<file path="src/rtl/prog_sequencer.sv">
// Run controller for the fetch stage: launches one of three resident programs,
// then watches for Halt, Abort or budget exhaustion and reports the outcome.
module prog_sequencer #(
  parameter int unsigned PC_W       = 10,
  parameter int unsigned CYC_W      = 16,
  parameter int unsigned MAX_CYCLES = 1000,
  parameter int unsigned PROG0_BASE = 0,
  parameter int unsigned PROG1_BASE = 256,
  parameter int unsigned PROG2_BASE = 512
) (
  input  logic             CLK,
  input  logic             RST_N,
  input  logic             Start,
  input  logic [1:0]       ProgSel,
  input  logic             Abort,
  input  logic             Halt_in,
  output logic             Init,
  output logic             Force_jump,
  output logic [PC_W-1:0]  Jump_target,
  output logic [1:0]       ProgState,
  output logic             Busy,
  output logic             Done,
  output logic             Timeout,
  output logic             Err,
  output logic [CYC_W-1:0] CycleCount
);

  typedef enum logic [1:0] {StIdle, StLoad, StRun, StDone} state_e;

  state_e           state_q;
  logic [PC_W-1:0]  jump_target_q;
  logic [1:0]       prog_state_q;
  logic             done_q;
  logic             timeout_q;
  logic             err_q;
  logic [CYC_W-1:0] cycle_q;

  function automatic logic [PC_W-1:0] prog_base(input logic [1:0] sel);
    case (sel)
      2'd1:    prog_base = PC_W'(PROG1_BASE);
      2'd2:    prog_base = PC_W'(PROG2_BASE);
      default: prog_base = PC_W'(PROG0_BASE);
    endcase
  endfunction

  always_ff @(posedge CLK or negedge RST_N) begin
    if (!RST_N) begin
      state_q       <= StIdle;
      jump_target_q <= '0;
      prog_state_q  <= 2'd0;
      done_q        <= 1'b0;
      timeout_q     <= 1'b0;
      err_q         <= 1'b0;
      cycle_q       <= '0;
    end else begin
      case (state_q)
        StIdle, StDone: begin
          if (Start) begin
            done_q    <= 1'b0;
            timeout_q <= 1'b0;
            if (ProgSel != 2'd3) begin
              // Target is loaded here so it is already valid during LOAD.
              prog_state_q  <= ProgSel;
              jump_target_q <= prog_base(ProgSel);
              cycle_q       <= '0;
              err_q         <= 1'b0;
              state_q       <= StLoad;
            end else begin
              err_q   <= 1'b1;
              state_q <= StIdle;
            end
          end
        end
        StLoad: state_q <= StRun;
        StRun: begin
          if (Abort) begin
            state_q <= StIdle;
          end else if (Halt_in) begin
            done_q  <= 1'b1;
            state_q <= StDone;
          end else if (cycle_q == CYC_W'(MAX_CYCLES - 1)) begin
            done_q    <= 1'b1;
            timeout_q <= 1'b1;
            cycle_q   <= CYC_W'(MAX_CYCLES);
            state_q   <= StDone;
          end else begin
            cycle_q <= cycle_q + 1'b1;
          end
        end
        default: state_q <= StIdle;
      endcase
    end
  end

  assign Init        = (state_q == StIdle) || (state_q == StDone);
  assign Busy        = (state_q == StLoad) || (state_q == StRun);
  assign Force_jump  = (state_q == StLoad);
  assign Jump_target = jump_target_q;
  assign ProgState   = prog_state_q;
  assign Done        = done_q;
  assign Timeout     = timeout_q;
  assign Err         = err_q;
  assign CycleCount  = cycle_q;

endmodule
</file>
<file path="config.mk">
export PLATFORM = sky130hd
export DESIGN_NAME = prog_sequencer
export DESIGN_NICKNAME = d
export VERILOG_FILES = /design/src/rtl/prog_sequencer.sv
export SDC_FILE = /design/constraint.sdc
export NUM_CORES = 1
export LEC_CHECK = 0
export BUFFER_PORTS_ARGS = -buffer_cell sky130_fd_sc_hd__buf_2
export CORE_MARGIN = 4
export CORE_UTILIZATION = 55
export DETAILED_ROUTE_END_ITERATION = 16
export GPL_ROUTABILITY_DRIVEN = 0
export MAX_ROUTING_LAYER = met4
export PLACE_DENSITY_LB_ADDON = 0.3
export SLEW_MARGIN = 20
export SYNTH_ARGS = -nofsm -noshare
export SYNTH_HDL_FRONTEND = slang
export SYNTH_SLANG_ARGS = --single-unit
</file>
<file path="constraint.sdc">
create_clock -name CLK -period 5 [get_ports CLK]
set_clock_uncertainty 0.15 [all_clocks]
set_input_delay 0 -clock CLK [delete_from_list [all_inputs] [get_ports CLK]]
set_output_delay 0 -clock CLK [all_outputs]
set_load 0.02 [all_outputs]
</file>
======== Word level (Yosys, flattened, before mapping) ========
Index checks and enable logic that the tools add are counted.
operators by class
  reduce and logical (&&, ||, !) cells .... 11
  equal/unequal tests ..................... 14
  $add $sub $neg .......................... 1
  mux-type cells .......................... 22
operators by type and width
  kind                                              number
  two-way mux 16 bit                                5
  one-hot mux 16 bit (2 select lines)               1
  one-hot mux 10 bit (2 select lines)               1
  adder 16 x 1 -> 16 bit (second input constant)    1
  == test 16 x 10 -> 1 bit (second input constant)  1
  != test 2 bit (second input constant)             6
  AND reduction 5 bit                               2
  two-way mux 1 bit                                 8
  two-way mux 2 bit                                 4
  == test 2 bit (second input constant)             3
  one-hot mux 2 bit (3 select lines)                1
  == test 2 x 1 -> 1 bit (second input constant)    2
  != test 4 bit (second input constant)             1
  one-hot mux 1 bit (2 select lines)                2
  AND reduction 2 bit                               2
  AND reduction 4 bit                               1
  != test 3 bit (second input constant)             1
  AND reduction 3 bit                               1
  zero test 2 bit                                   1
  logical OR 1 bit                                  2
  nonzero test 2 bit                                1
  OR reduction 2 bit                                1
storage, ports and cells
  logic and storage cells ................. 55
  flip-flop bits (word level) ............. 33

======== Longest topological paths before layout ========
  depth in word-level cells ............... 5
  mapped depth ............................ 7

======== Worst setup path before layout ========
Ideal clock, no wire load.
  path kind ............................... reg2reg
  start ................................... register state_q[0]
  end ..................................... register cycle_q[10] (netlist: CycleCount[10])
  cell stages (with the launch flop) ...... 7
  slack ................................... 2982 ps
  period minus slack after synthesis ...... 2018 ps
  required time ........................... 4767 ps
  arrival time ............................ 1786 ps
  path buffers ............................ 0
  library setup time ...................... 83 ps
  cell sequence ........................... dfrtp_1 > inv_1 > ha_1 > inv_1 > o21ai_2 > or4_1 > o21ai_0
on the way
  longest elaborated chain between the ends .. 4
RTL lines
  item                                                                         line  RTL
  start, declared                                                              30    state_e state_q;
  start signal, assigned                                                       48    state_q <= StIdle;
  start signal, assigned                                                       67    state_q <= StLoad;
  start signal, assigned                                                       70    state_q <= StIdle;
  == test 2 bit / zero test 2 bit (equally long branches)                      56    case (state_q)
  OR reduction 2 bit                                                           56
  != test 2 bit (no source line) / nonzero test 2 bit (equally long branches)  -
  AND reduction 5 bit (no source line)                                         -
  end signal, assigned                                                         84    cycle_q <= CYC_W'(MAX_CYCLES);
  end signal, assigned                                                         87    cycle_q <= cycle_q + 1'b1;
  end, declared                                                                36    logic [CYC_W-1:0] cycle_q;
Several ways; a longest one is shown, not always the timed one.
A chain may end at the register's enable or synchronous reset.

======== Worst setup path after layout ========
  start ................................... register cycle_q[0] (netlist: CycleCount[0])
  end ..................................... register done_q (netlist: Done)
on the way
  longest elaborated chain between the ends .. 3
RTL lines
  item                                  line  RTL
  == test 16 x 10 -> 1 bit              81    end else if (cycle_q == CYC_W'(MAX_CYCLES - 1)) begin
  != test 3 bit (no source line)        -
  AND reduction 4 bit (no source line)  -
  end signal, assigned                  59    done_q <= 1'b0;
  end signal, assigned                  79    done_q <= 1'b1;
  end signal, assigned                  82    done_q <= 1'b1;
  end, declared                         33    logic done_q;
Every way passes these cells.

==> results.md <==
* Worst path arrival time at 2.86 ns
* R2R Setup Slk at 2.21 ns
* Cell taking the most area after synthesis: dfrtp_1
* RSZ-0062 raised after global routing: no
* Static Leak at 0.833 nW
* Worst path cell trace: ha_1, and4_1, and4_1, o21ai_0, dlygate4sd3_1, nand2_1, dlygate4sd3_1
* Hold slack at 0.0301 ns
* Row count at 18
* Top_reg_cell synth: dfrtp_1
* Overall Global Routing Usage at 23.1%
* CP Capture Type: register
* GRT overflow at 0
* CP max-delay cell: dlygate4sd3_1
* Min cycle time layout at 2.79 ns
* H-tree depth at 1
* Hold Vio Cnt, Final at 0
* Hold Crit Class: input port to asynchronous set/reset pin
* Port bufs at 32
* Slew Viols, Final at 0
* Fmax at 0.358 GHz
* CP max FO at 7
* CP Launch Type: register
* Total CTS buffers at 3
* Type of the worst setup path: register to register
* Final setup violation count at 0
* Synth top cells by count: 25 x dfrtp_1, 14 x nor2_1, 13 x nand2_1
* First-pass GRT wire length at 6.09 mm
* Clk buf depth at 2
* Routed WL at 3.75 mm
* I/O pin cnt at 41
* Final ANT Viol Nets at 0
* Largest net degree at the start of global routing at 26
* Syn. warnings at 0
* Synth Cell Area at 1480 sq um
* Tcrit/Tclk final at 55.8%
* Delay of the slowest cell on the worst path at 0.56 ns
* Clk sinks at 25
* Mapped Avg Cell Area at 8.99 sq um
* Core Region at 2520 sq um
* Worst-margin pin slew at 0.943 ns
* Worst rel slew slack at 37.1%
* DRT Pass-1 Iters at 5
* DP HPWL at 2.49 mm
* Worst-skew pair later-pin latency at 0.33 ns
* Synth top area share at 42.2%
* Final worst setup slack at 2.21 ns
* Crit Reg-Reg Startpoint: CycleCount[0]$_DFFE_PN0P_
* DRC Markers at 0
* Setup_tns at 0 ns
* Worst Reg2Reg Path Length in Cells at 7
* Status: completed
* Starting Density at 58.8%
* Top-count cell post-synth: dfrtp_1
* Pwr/cell area at 445 nW/um^2
* Post-CTS Setup Repair Bufs at 0
* Top area cells in the synthesized netlist: dfrtp_1 42%, o21ai_0 4.0%, buf_4 4.0%, a31oi_1 3.8%, a21oi_1 3.7%
* Ant diodes at 0
* Max IR drop VDD at 0.000316 V
* DR iter-0 viols at 145
* Clock Tree Root: clkbuf_4
* Die Width at 59.9 um
* Register bit total from synthesis at 25
* Layout cell share with drive strength beyond 1 at 22.1%
* Area added between synthesis and finish at 17.6%
* Hold_buf cts at 10
* R2R Path End: Done$_DFFE_PN0P_
* Async S/R FF share, synth at 100%
* Die Y at 59.9 um
* Vias in the first global route at 1,358
* Post-CTS sizing at 0
* CTS tree: done
* Post-Route Utilization at 69.2%
* Cell variety after synth at 38
* Avg WL per Cell at 16.0 um
* Vias at 1,453
* Place WS at 2.70 ns
* Max-Cap Viols at 0
* Register area share after synthesis at 42.2%
* DR vias/cell at 6.21
* Nets at 215
* Die area at 3590 sq um
* Reg clk slew, reported paths at 0.14 ns
* Synth Instances at 165
* Initial antenna violation count at 0
* CP required at 5.07 ns
* Post-synth EDFFs at 0
==> where the power goes <==
group	leakage [nW]	internal, mW	switching (mW)
Clock	0.0177	0.0300	0.0643
Sequential	0.336	0.242	0.0286
Combinational	0.479	0.144	0.269
==> worst max path at each step <==
| stage | from | endpoint | slack, ns | cells past startpoint |
|---|---|---|---|---|
| after detailed placement | state_q[0]$_DFFE_PN0P_ | CycleCount[3]$_DFFE_PN0P_ | 2.70 | 6 |
| after floorplan | state_q[0]$_DFFE_PN0P_ | CycleCount[10]$_DFFE_PN0P_ | 2.98 | 6 |
| after CTS | CycleCount[0]$_DFFE_PN0P_ | Done$_DFFE_PN0P_ | 2.24 | 7 |
| after global placement | state_q[0]$_DFFE_PN0P_ | CycleCount[3]$_DFFE_PN0P_ | 2.77 | 6 |
| final | CycleCount[0]$_DFFE_PN0P_ | Done$_DFFE_PN0P_ | 2.21 | 7 |
| after global routing | CycleCount[0]$_DFFE_PN0P_ | Done$_DFFE_PN0P_ | 2.10 | 7 |
==> metal layers <==
layer / global-route usage (%) / wire (um) / up-vias
met5: - / 0 / -
met4: 12.0 / 99 / 0
met3: 2.59 / 312 / 16
met2: 36.7 / 1800 / 81
met1: 28.7 / 1540 / 681
li1: - / - / 675
==> cells by family after synthesis <==
kind of cell / share of synthesized area [%]
buffers and inverters: 8.09
and+or+nand+nor: 23.4
AOI/OAI and AO/OA: 22.2
adders and majority gates: 2.53
DFF: 42.2
other: 0.253
muxes: 1.35
==> sequential cells by signal, summed over array words and instances, names as in the netlist <==
register,flops
state_q,2
ProgState,2
Err,1
Done,1
Timeout,1
CycleCount,16
Jump_target,2
==> worst max-delay path, delay by kind of cell (launching register included) <==
family	cells	cell delay, ns
buffers and inverters	2	1.11
adder cells (fa/ha/maj)	1	0.28
flip-flops	1	0.47
AND/OR/NAND/NOR	3	0.53
AO/OA/AOI/OAI	1	0.14
==> stage by stage <==
stage	power [mW]	std cells	area, sq um
floorplan	0.567	172	1510
global placement	0.647	220	1620
detailed placement	0.659	220	1620
CTS	0.772	234	1750
global route	0.832	234	1750
finish	0.777	234	1750
==> layout by cell type (no fill, tap or decap), types with 6 or more instances in the layout <==
master,count
nand3_1,11
inv_1,8
dfrtp_1,25
conb_1,8
nor2_1,14
dlygate4sd3_1,10
a31oi_1,9
o21ai_0,12
nand4_1,6
a21oi_1,11
nand2_1,13
buf_2,32
==> final cells by class <==
| class | instances | area (sq um) |
|---|---|---|
| fill | 200 | 777 |
| multi-input combinational | 125 | 764 |
| sequential | 25 | 626 |
| timing repair buffer | 42 | 260 |
| tap | 30 | 37.5 |
| inverter | 8 | 30.0 |
| clock buffer | 3 | 22.5 |
| clock inverter | 1 | 5.00 |
Note: power is estimated with default switching activity, not from simulation.
